### src/rtl/kgp_risc_pkg.sv
// Shared definitions for the KGP-RISC pipeline.
//   if_state_t : fetch-stage state encoding (S_IDLE, S_REQ, S_HOLD)
//   INSTR_W    : instruction word width
//   PC_STEP    : byte distance between sequential instructions
//   NOP_INSTR  : value presented on instr when nothing has been fetched
package kgp_risc_pkg;

    typedef enum logic [1:0] {
        S_IDLE = 2'd0,
        S_REQ  = 2'd1,
        S_HOLD = 2'd2
    } if_state_t;

    localparam int unsigned   INSTR_W   = 32;
    localparam int unsigned   PC_STEP   = 4;
    localparam logic [31:0]   NOP_INSTR = 32'h0;

endpackage

### src/rtl/pc_reg.sv
// Program-counter register for the fetch stage.
// Ports:
//   clk            : system clock
//   rst            : asynchronous active-low reset, loads RESET_PC
//   advance        : step to the next sequential instruction
//   redirect_valid : load redirect_pc (wins over advance)
//   redirect_pc    : new target; the two low bits are forced to zero
//   pc             : current fetch PC
//   pc_next        : value pc takes at the next rising edge
module pc_reg
    import kgp_risc_pkg::*;
#(
    parameter int unsigned        ADDR_W   = 32,
    parameter logic [ADDR_W-1:0]  RESET_PC = '0
) (
    input  logic              clk,
    input  logic              rst,
    input  logic              advance,
    input  logic              redirect_valid,
    input  logic [ADDR_W-1:0] redirect_pc,
    output logic [ADDR_W-1:0] pc,
    output logic [ADDR_W-1:0] pc_next
);

    localparam logic [ADDR_W-1:0] ALIGN_MASK = ~ADDR_W'(3);

    always_comb begin
        pc_next = pc;
        if (redirect_valid) begin
            pc_next = redirect_pc & ALIGN_MASK;
        end else if (advance) begin
            // Wraps naturally modulo 2^ADDR_W.
            pc_next = pc + ADDR_W'(PC_STEP);
        end
    end

    always_ff @(posedge clk or negedge rst) begin
        if (!rst) begin
            pc <= RESET_PC;
        end else begin
            pc <= pc_next;
        end
    end

endmodule

### src/rtl/instruction_fetch.sv
// Fetch stage of the KGP-RISC pipeline.
// Owns the PC, fetches words from instruction memory over a req/ack handshake and
// presents them to decode over valid/ready. Redirects from branch resolution discard
// any in-flight fetch.
// Ports:
//   clk, rst                        : clock, asynchronous active-low reset
//   imem_req, imem_addr             : registered fetch request and byte address
//   imem_ack, imem_rdata            : memory response for the outstanding request
//   redirect_valid, redirect_pc     : taken branch/jump target
//   instr, instr_pc, instr_valid    : fetched word to decode
//   id_ready                        : decode accepts instr this cycle
// Build option IF_PERF_CNT_EN adds perf_fetch_cnt, perf_stall_cnt, perf_flush_cnt.
module instruction_fetch
    import kgp_risc_pkg::*;
#(
    parameter int unsigned        ADDR_W   = 32,
    parameter logic [ADDR_W-1:0]  RESET_PC = 32'h0000_0000
) (
    input  logic               clk,
    input  logic               rst,
    output logic               imem_req,
    output logic [ADDR_W-1:0]  imem_addr,
    input  logic               imem_ack,
    input  logic [INSTR_W-1:0] imem_rdata,
    input  logic               redirect_valid,
    input  logic [ADDR_W-1:0]  redirect_pc,
    output logic [INSTR_W-1:0] instr,
    output logic [ADDR_W-1:0]  instr_pc,
    output logic               instr_valid,
    input  logic               id_ready
`ifdef IF_PERF_CNT_EN
    ,
    output logic [31:0]        perf_fetch_cnt,
    output logic [31:0]        perf_stall_cnt,
    output logic [31:0]        perf_flush_cnt
`endif
);

    if_state_t         state;
    logic              discard;
    logic              advance;
    logic [ADDR_W-1:0] fetch_pc;
    logic [ADDR_W-1:0] pc_next;

    assign advance = (state == S_HOLD) && id_ready;

    pc_reg #(
        .ADDR_W   (ADDR_W),
        .RESET_PC (RESET_PC)
    ) u_pc_reg (
        .clk            (clk),
        .rst            (rst),
        .advance        (advance),
        .redirect_valid (redirect_valid),
        .redirect_pc    (redirect_pc),
        .pc             (fetch_pc),
        .pc_next        (pc_next)
    );

    always_ff @(posedge clk or negedge rst) begin
        if (!rst) begin
            state       <= S_IDLE;
            discard     <= 1'b0;
            imem_req    <= 1'b0;
            imem_addr   <= RESET_PC;
            instr       <= NOP_INSTR;
            instr_pc    <= RESET_PC;
            instr_valid <= 1'b0;
        end else begin
            unique case (state)
                S_IDLE: begin
                    state     <= S_REQ;
                    imem_req  <= 1'b1;
                    imem_addr <= pc_next;
                end
                S_REQ: begin
                    if (imem_ack) begin
                        discard <= 1'b0;
                        if (redirect_valid || discard) begin
                            // Stale data: keep requesting, now at the redirected PC.
                            imem_addr <= pc_next;
                        end else begin
                            instr       <= imem_rdata;
                            instr_pc    <= fetch_pc;
                            instr_valid <= 1'b1;
                            imem_req    <= 1'b0;
                            state       <= S_HOLD;
                        end
                    end else if (redirect_valid) begin
                        // Request cannot be withdrawn; address stays put until ack.
                        discard <= 1'b1;
                    end
                end
                S_HOLD: begin
                    if (redirect_valid || id_ready) begin
                        instr_valid <= 1'b0;
                        imem_req    <= 1'b1;
                        imem_addr   <= pc_next;
                        state       <= S_REQ;
                    end
                end
                default: begin
                    state <= S_IDLE;
                end
            endcase
        end
    end

`ifdef IF_PERF_CNT_EN
    always_ff @(posedge clk or negedge rst) begin
        if (!rst) begin
            perf_fetch_cnt <= 32'd0;
            perf_stall_cnt <= 32'd0;
            perf_flush_cnt <= 32'd0;
        end else begin
            // Only acks whose data actually reaches decode.
            if ((state == S_REQ) && imem_ack && !discard && !redirect_valid) begin
                perf_fetch_cnt <= perf_fetch_cnt + 32'd1;
            end
            if ((state == S_HOLD) && !id_ready) begin
                perf_stall_cnt <= perf_stall_cnt + 32'd1;
            end
            if (redirect_valid) begin
                perf_flush_cnt <= perf_flush_cnt + 32'd1;
            end
        end
    end
`endif

endmodule
### config.mk
export PLATFORM = sky130hd
export DESIGN_NAME = instruction_fetch
export DESIGN_NICKNAME = d
export VERILOG_FILES = /design/src/rtl/kgp_risc_pkg.sv /design/src/rtl/pc_reg.sv /design/src/rtl/instruction_fetch.sv
export SDC_FILE = /design/constraint.sdc
export NUM_CORES = 1
export LEC_CHECK = 0
export ABC_AREA = 1
export ABC_CLOCK_PERIOD_IN_PS = 2300
export CAP_MARGIN = 20
export CORE_MARGIN = 4
export CORE_UTILIZATION = 52
export CTS_CLUSTER_DIAMETER = 200
export DETAILED_ROUTE_END_ITERATION = 8
export HOLD_SLACK_MARGIN = 0.1
export PLACE_DENSITY = 0.86
export RECOVER_POWER = 25
export SLEW_MARGIN = 30
export SYNTH_ARGS = -nofsm -noshare
export SYNTH_HDL_FRONTEND = slang
export SYNTH_SLANG_ARGS = --single-unit
export TNS_END_PERCENT = 20
### constraint.sdc
create_clock -name clk -period 2.3 [get_ports clk]
set_input_delay 0.345 -clock clk [delete_from_list [all_inputs] [get_ports clk]]
set_output_delay 0.345 -clock clk [all_outputs]
set_load 0.005 [all_outputs]
==> results of run 1 <==
metal layers:
| layer | track usage | share of wire | wire length [um] | vias to the layer above |
|---|---|---|---|---|
| li1 | - | - | - | 2595 |
| met1 | 0.341 | 0.45 | 7360 | 2519 |
| met2 | 0.397 | 0.46 | 7570 | 201 |
| met3 | 0.0564 | 0.071 | 1150 | 19 |
| met4 | 0.0804 | 0.013 | 215 | 0 |
| met5 | 0 | 0 | 0 | - |
power by group:
| group | leakage (nW) | internal [W] | switching, W |
|---|---|---|---|
| logic | 2.21 | 0.00194 | 0.00145 |
| registers | 1.62 | 0.00322 | 0.000524 |
| clock network | 0.300 | 0.00188 | 0.000993 |
| total | 4.13 | 0.00704 | 0.00297 |
cells by family (layout without fill, tap and decap cells):
family | after synthesis | in the layout | synth area share
adder cells (fa/ha/maj) | 1 | 1 | 0.00207
AND/OR/NAND/NOR | 439 | 439 | 0.321
flip-flops | 133 | 133 | 0.550
buffers and inverters | 73 | 254 | 0.0519
XOR/XNOR | 11 | 11 | 0.0159
AO/OA/AOI/OAI | 61 | 61 | 0.0589
cells in the mapped netlist:
cell type	instances	area share
a21boi_0	6	0.0074
o31ai_1	1	0.0012
and2_1	1	0.0010
a21oi_1	3	0.0025
buf_1	4	0.0025
nand3_1	38	0.031
nor2_4	4	0.0074
nand3_4	1	0.0029
inv_1	40	0.025
a31oi_1	3	0.0031
nor2_2	8	0.0083
o211ai_1	1	0.0012
o21a_1	1	0.0012
nand3_2	6	0.0099
o21ai_2	1	0.0014
ha_1	1	0.0021
dfrtp_1	133	0.55
o21ai_1	4	0.0033
nor3_1	6	0.0050
nor2_1	25	0.016
buf_4	2	0.0025
a21boi_2	1	0.0019
nand3b_1	1	0.0012
o21bai_1	1	0.0012
nand2_2	5	0.0052
nor2_8	3	0.0099
a21boi_1	5	0.0062
buf_2	12	0.0099
nand2_1	317	0.20
nand2_4	1	0.0019
o21ai_0	34	0.028
clkbuf_1	8	0.0050
inv_2	4	0.0025
or2_2	13	0.013
buf_6	2	0.0037
nor3_2	2	0.0033
nand4_1	8	0.0083
xnor2_1	3	0.0043
xor2_1	8	0.012
inv_4	1	0.0010
layout by cell type, fill, tap and decap left out, types with 2 or more instances in the layout:
cell / Yosys / routed
clkdlybuf4s50_1: 0 / 163
clkbuf_8: 0 / 2
a31oi_1: 3 / 3
a21oi_1: 3 / 3
nor3_2: 2 / 2
nor3_1: 6 / 6
clkbuf_16: 0 / 17
buf_12: 0 / 2
xnor2_1: 3 / 3
a21boi_0: 6 / 6
nor2_4: 4 / 4
bufinv_16: 0 / 4
nand3_2: 6 / 7
nand2_1: 317 / 317
a21boi_1: 5 / 5
o21ai_0: 34 / 34
buf_4: 2 / 8
clkinv_4: 0 / 2
xor2_1: 8 / 8
nand3_1: 38 / 37
nor2_2: 8 / 8
nor2_8: 3 / 3
nand4_1: 8 / 8
nor2_1: 25 / 25
nand2_2: 5 / 5
o21ai_1: 4 / 4
dfrtp_1: 133 / 133
clkinvlp_4: 0 / 3
inv_2: 4 / 4
or2_2: 13 / 13
inv_1: 40 / 40
clkbuf_1: 8 / 3
per-stage QoR:
| stage | std cells | hold slack (ns) | setup WS [ns] |
|---|---|---|---|
| 4_1_cts | 1042 | 0.275 | 0.475 |
| 5_1_grt | 1042 | 0.339 | 0.199 |
| 3_5_place_dp | 1009 | 0.166 | 0.113 |
| 2_1_floorplan | 718 | 0.0494 | 0.788 |
| 3_3_place_gp | 1009 | 0.166 | 0.175 |
| 6_report | 1042 | 0.311 | 0.460 |
worst reg2reg max path, delay by kind of cell, from the launching register on:
| kind | cells | cell delay, ns |
|---|---|---|
| and+or+nand+nor | 6 | 0.71 |
| adders and majority gates | 1 | 0.22 |
| DFF | 1 | 0.43 |
| buffers and inverters | 1 | 0.12 |
| xor gates and xnor gates | 1 | 0.25 |
layout make-up:
type,instances,area [um2]
clock buffers,21,460
repair buffers,177,1760
fillers,813,2930
inverters,45,171
flip-flops and latches,133,3330
multi-input cells,512,2410
clock inverters,11,174
well taps,143,179
repair_timing:
item	CTS	global route
buffers inserted	0	0
endpoints found under the hold margin	133	0
hold buffers	1	0
path summary, 6_finish.rpt:
kind | endpoint | slack (ns)
max | imem_addr[20] | 0.46
min | imem_addr[1] | 0.31
max reg2reg | imem_addr[20] | 0.46
min reg2reg | instr[20] | 0.48
max in group asynchronous | instr_pc[30] | 0.50
min in group clk | instr[26] | 0.47
==> impl_metrics.sql, run 1 <==
INSERT INTO impl_metrics (metric_group, metric, value, unit) VALUES
('status', 'outcome', 'complete, no violations', ''),
('timing', 'maxClockFrequency', '0.543', 'GHz'),
('global_routing', 'globalRoute.totalOverflow', '0', ''),
('synth', 'yosysSeqAreaShare', '0.550', ''),
('timing', 'relSlewSlack', '0.184', ''),
('global_routing', 'grt_antenna_before_repair', '0', ''),
('route', 'number_of_vias_per_cell', '5.12', ''),
('power', 'total_power', '0.0100', 'W'),
('route', 'drc', '0', ''),
('cells_and_area', 'postLayoutCoreUtil', '0.743', ''),
('route', 'antenna_left', '0', ''),
('clock_tree', 'tritoncts_clock_tree', 'yes', ''),
('worst_setup_path', 'critPathRequiredTime', '2.60', 'ns'),
('clock_tree', 'number_of_buffers_created_by_cts', '17', ''),
('timing', 'final_clock_skew', '0.0114', 'ns'),
('min_path', 'hold_path_class', 'in -> async', ''),
('power', 'p_per_area', '1180', 'nW/um2'),
('power', 'total_leakage_power', '4.13', 'nW'),
('worst_setup_path', 'setup.worst_path.start_class', 'register', ''),
('cells_and_area', 'fraction_of_layout_instances_using_a_drive_strength_above_1', '0.103', ''),
('floorplanning', 'start_util', '0.530', ''),
('place', 'place_congestion', '0.884', ''),
('clock_tree', 'clock_net_sink_count', '133', ''),
('global_routing', 'first_pass_grt_wire_length', '26.2', 'mm'),
('timing', 'worst-slew-pin-transition', '1.22', 'ns'),
('synth', 'synth_warnings', '0', ''),
('floorplanning', 'fp-row-count', '39', ''),
('clock_tree', 'worst_skew_pair.late_latency', '0.41', 'ns'),
('floorplanning', 'die_height', '116', 'um'),
('floorplanning', 'fp.dieArea', '13400', 'um2'),
('global_routing', 'grt_start_max_net_pins', '74', ''),
('worst_setup_path', 'r2r.worst_path.cells', '9', ''),
('clock_tree', 'post_cts_resized', '0', ''),
('clock_tree', 'cts_max_level', '4', ''),
('cells_and_area', 'areaGrowthSynthToFinish', '40.2', '%'),
('place', 'post_dp_area', '7870', 'um2'),
('timing', 'rsz_0062_raised_after_global_routing', 'no', ''),
('cells_and_area', 'final_area', '8490', 'um2'),
('worst_setup_path', 'timing.setup.critical_path_class', 'reg -> reg', ''),
('cells_and_area', 'n_antenna_cell', '0', ''),
('worst_setup_path', 'critPathMaxStageDelay', '0.43', 'ns'),
('route', 'initialDrtViolationCount', '379', ''),
('clock_tree', 'clock_pin_slew_on_the_worst_setup_and_hold_paths', '0.06', 'ns'),
('global_routing', 'gr-usage-all-layers', '0.249', ''),
('timing', 'setup_viol_count_final', '0', ''),
('global_routing', 'first_global_vias', '5284', ''),
('worst_setup_path', 'critical_path_buf_inv_count', '1', ''),
('worst_setup_path', 'cp_max_fo', '5', ''),
('worst_setup_path', 'cell_with_the_largest_stage_delay_on_the_worst_path', 'dfrtp_1', ''),
('synth', 'netlist-cell-type-count', '40', ''),
('worst_setup_path', 'timing.rr.start', 'u_pc_reg.pc[3]', ''),
('timing', 'slew_violations', '0', ''),
('power', 'vdd_drop_max', '0.646', 'mV'),
('worst_setup_path', 'setup.worst_path.start', 'u_pc_reg.pc[3]', ''),
('timing', 'final_min_period_over_clock_period', '0.800', ''),
('floorplanning', 'ioPinCount', '167', ''),
('timing', 'hold_viol', '0', ''),
('worst_setup_path', 'critPathArrivalTime', '2.14', 'ns'),
('route', 'detailroute.via_count', '5334', ''),
('clock_tree', 'clk_root_buffer_cell', 'clkbuf_16', ''),
('route', 'dr.pass1.iters', '5', ''),
('synth', 'syn-cell-area', '6050', 'um2'),
('place', 'placement.io_buffers', '164', ''),
('worst_setup_path', 'timing.critical_path.depth', '9', ''),
('timing', 'timing.setup.tns', '0', 'ns'),
('synth', 'netlist_instances', '718', ''),
('worst_setup_path', 'critical_path.top_delay_family', 'simple AND/OR/NAND/NOR gates', ''),
('floorplanning', 'floorplan.core_area', '11400', 'um2'),
('place', 'detailed_place_hpwl', '11.7', 'mm'),
('timing', 'final.min_clock_period', '1.84', 'ns'),
('route', 'routed_wl', '16.3', 'mm'),
('cells_and_area', 'layout.nets', '956', ''),
('synth', 'synthesis.area_per_instance', '8.43', 'um2'),
('floorplanning', 'floorplan.die.width', '116', 'um'),
('worst_setup_path', 'timing.critical_path.cells', 'ha_1, nand3_2, inv_1, nand3_1, nor2_2, xor2_1, nand2_1, nand3_1, nand2_1', ''),
('worst_setup_path', 'crit_path_end_kind', 'register', ''),
('clock_tree', 'ctsLongestPathBuffers', '2', ''),
('synth', 'synth_seq_cells', '133', ''),
('route', 'post_drt_wl_per_cell', '15.6', 'um'),
('run', 'drv.max_cap_violation_count', '0', ''),
('synth', 'synth_fp_nets', '788', '');
Power figures use the tool's default switching activity.
==> inputs of run 2 (changes only) <==
Settings changed: ABC_CLOCK_PERIOD_IN_PS 2300 to 1800, CORE_UTILIZATION 52 to 48, PLACE_DENSITY 0.86 to 0.8.
Clock period 2.3 ns to 1.8 ns, I/O delays scaled along.
==> impl_metrics.sql, run 2 (synthesis gave the netlist of run 1 again) <==
INSERT INTO impl_metrics (metric_group, metric, value, unit) VALUES
('status', 'outcome', 'complete, no violations', ''),
('worst_setup_path', 'timing.setup.critical_path_class', 'reg -> reg', ''),
('cells_and_area', 'fraction_of_layout_instances_using_a_drive_strength_above_1', '0.125', ''),
('route', 'met3RoutedLength', '919', 'um'),
('route', 'antenna_left', '0', ''),
('min_path', 'hold_start', 'imem_rdata[21]', ''),
('route', 'detailroute.via_count', '5351', ''),
('worst_setup_path', 'reg2reg_slack', '0.07', 'ns'),
('timing', 'setup_viol_count_final', '0', ''),
('worst_setup_path', 'crit_path_end_kind', 'register', ''),
('route', 'wl_met2', '7.75', 'mm'),
('global_routing', 'gr-usage-all-layers', '0.239', ''),
('power', 'p_per_area', '1470', 'nW/um2'),
('timing', 'rsz_0062_raised_after_global_routing', 'yes', ''),
('timing', 'slew_violations', '0', ''),
('worst_setup_path', 'critPathArrivalTime', '2.08', 'ns'),
('power', 'vdd_drop_max', '0.846', 'mV'),
('clock_tree', 'ctsLongestPathBuffers', '2', ''),
('timing', 'hold_viol', '0', ''),
('floorplanning', 'floorplan.core_area', '12200', 'um2'),
('place', 'detailed_place_hpwl', '12.8', 'mm'),
('place', 'post_dp_area', '8060', 'um2'),
('cells_and_area', 'layout.cells.most_common', 'nand2_1', ''),
('clock_tree', 'worst_skew_pair.late_latency', '0.42', 'ns'),
('global_routing', 'grt_antenna_before_repair', '0', ''),
('worst_setup_path', 'timing.rr.start', 'state[0]', ''),
('timing', 'final_min_period_over_clock_period', '0.960', ''),
('cells_and_area', 'n_antenna_cell', '0', ''),
('timing', 'maxClockFrequency', '0.579', 'GHz'),
('power', 'total_power', '0.0128', 'W'),
('worst_setup_path', 'cell_with_the_largest_stage_delay_on_the_worst_path', 'dfrtp_1', ''),
('cells_and_area', 'most_frequent_cells_in_the_layout', 'nand2_1, clkdlybuf4s50_1, dfrtp_1, inv_1, nand3_1', ''),
('timing', 'relSlewSlack', '0.446', ''),
('clock_tree', 'clock_pin_slew_on_the_worst_setup_and_hold_paths', '0.06', 'ns'),
('cells_and_area', 'final_area', '8710', 'um2'),
('global_routing', 'grt_start_max_net_pins', '52', ''),
('route', 'post_drt_wl_per_cell', '15.5', 'um'),
('worst_setup_path', 'cpMostUsedCell', 'nand2_1', ''),
('worst_setup_path', 'r2r.worst_path.cells', '8', ''),
('cells_and_area', 'areaGrowthSynthToFinish', '44.0', '%'),
('clock_tree', 'clock_net_sink_count', '133', ''),
('worst_setup_path', 'cp_max_fo', '6', ''),
('route', 'routed_wl', '16.8', 'mm'),
('clock_tree', 'cts_max_level', '4', ''),
('worst_setup_path', 'critPathMaxStageDelay', '0.43', 'ns'),
('global_routing', 'globalRoute.totalOverflow', '0', ''),
('worst_setup_path', 'timing.critical_path.cells', 'inv_2, nand3_4, buf_4, nor3_1, xnor2_1, o21ai_1, nand2_1, nand2_1', ''),
('floorplanning', 'floorplan.die.width', '120', 'um'),
('global_routing', 'first_pass_grt_wire_length', '27.4', 'mm'),
('route', 'initialDrtViolationCount', '305', ''),
('run', 'drv.max_cap_violation_count', '0', ''),
('route', 'dr.max_layer_used', 'met4', ''),
('worst_setup_path', 'r2r_end', 'imem_addr[7]', ''),
('route', 'drc', '0', ''),
('timing', 'final.min_clock_period', '1.73', 'ns'),
('clock_tree', 'number_of_buffers_created_by_cts', '17', ''),
('worst_setup_path', 'setup.worst_path.start_class', 'register', ''),
('route', 'dr.pass1.iters', '4', ''),
('floorplanning', 'die_height', '120', 'um'),
('worst_setup_path', 'critPathRequiredTime', '2.15', 'ns'),
('min_path', 'hold_end', 'instr[21]', ''),
('min_path', 'min_delay_path_depth', '3', ''),
('route', 'met1Wirelength', '7.79', 'mm'),
('place', 'placement.io_buffers', '164', ''),
('timing', 'worst-slew-pin-transition', '0.831', 'ns'),
('route', 'number_of_vias_per_cell', '4.93', ''),
('floorplanning', 'start_util', '0.498', ''),
('min_path', 'hold_path_class', 'in -> reg', ''),
('cells_and_area', 'layout.nets', '974', ''),
('clock_tree', 'clk_root_buffer_cell', 'clkbuf_16', ''),
('floorplanning', 'fp.dieArea', '14500', 'um2'),
('clock_tree', 'tritoncts_clock_tree', 'yes', ''),
('floorplanning', 'fp-row-count', '40', ''),
('timing', 'final_clock_skew', '0.00837', 'ns'),
('global_routing', 'first_global_vias', '5463', ''),
('floorplanning', 'ioPinCount', '167', ''),
('power', 'total_leakage_power', '4.23', 'nW'),
('place', 'place_congestion', '0.874', '');
run 2: per-layer routing:
metal	vias to the layer above	global-route usage
met2	170	0.377
met5	-	0
met4	0	0.0878
met3	27	0.0524
li1	2633	-
met1	2521	0.328
run 2: report_power, final:
part | leakage, nW | total, W | internal [W] | switching [W]
clock network | 0.297 | 0.00361 | 0.00238 | 0.00123
registers | 1.62 | 0.00481 | 0.00412 | 0.000697
logic | 2.31 | 0.00441 | 0.00253 | 0.00188
total | 4.23 | 0.0128 | 0.00902 | 0.00380
run 2: layout make-up:
cell class,count,area [um2]
fillers,923,3450
inverters,45,174
clock inverters,9,150
repair buffers,195,1920
well taps,168,210
multi-input cells,512,2460
flip-flops and latches,133,3330
clock buffers,23,468
run 2: worst max path at each step:
stage	slack [ns]	depth (start not counted)	from	endpoint
final	0.07	8	state[0]	imem_addr[7]
after global routing	-0.03	12	u_pc_reg.pc[2]	imem_addr[16]
after CTS	0.009	12	u_pc_reg.pc[2]	imem_addr[16]
after detailed placement	-0.20	9	id_ready	imem_addr[20]
after global placement	-0.14	9	id_ready	imem_addr[18]
after floorplan	0.29	9	u_pc_reg.pc[3]	u_pc_reg.pc[30]
run 2: critical path: cells and delay by family (launching register included):
family / cells / cell delay (ns)
buffers and inverters: 2 / 0.31
XOR/XNOR: 1 / 0.11
AND/OR/NAND/NOR: 4 / 0.54
AO/OA/AOI/OAI: 1 / 0.26
flip-flops: 1 / 0.43
run 2: through the flow:
| stage | instances | util | hold WS [ns] | TNS (ns) | setup WS, ns |
|---|---|---|---|---|---|
| global placement | 1051 | 0.662 | 0.247 | -4.35 | -0.142 |
| floorplan | 718 | - | -0.0256 | 0 | 0.288 |
| finish | 1085 | 0.716 | 0.392 | 0 | 0.0720 |
| global route | 1085 | 0.716 | 0.403 | -0.0808 | -0.0273 |
| detailed placement | 1051 | 0.662 | 0.254 | -8.62 | -0.200 |
| CTS | 1084 | 0.714 | 0.345 | 0 | 0.00879 |
run 2: repair_timing:
| action | CTS | global route |
|---|---|---|
| buffers inserted | 0 | 1 |
| resized for setup | 0 | 12 |
| hold buffers | 1 | 0 |
| endpoints found under the hold margin | 30 | 0 |
| endpoints found under the setup margin | 0 | 32 |
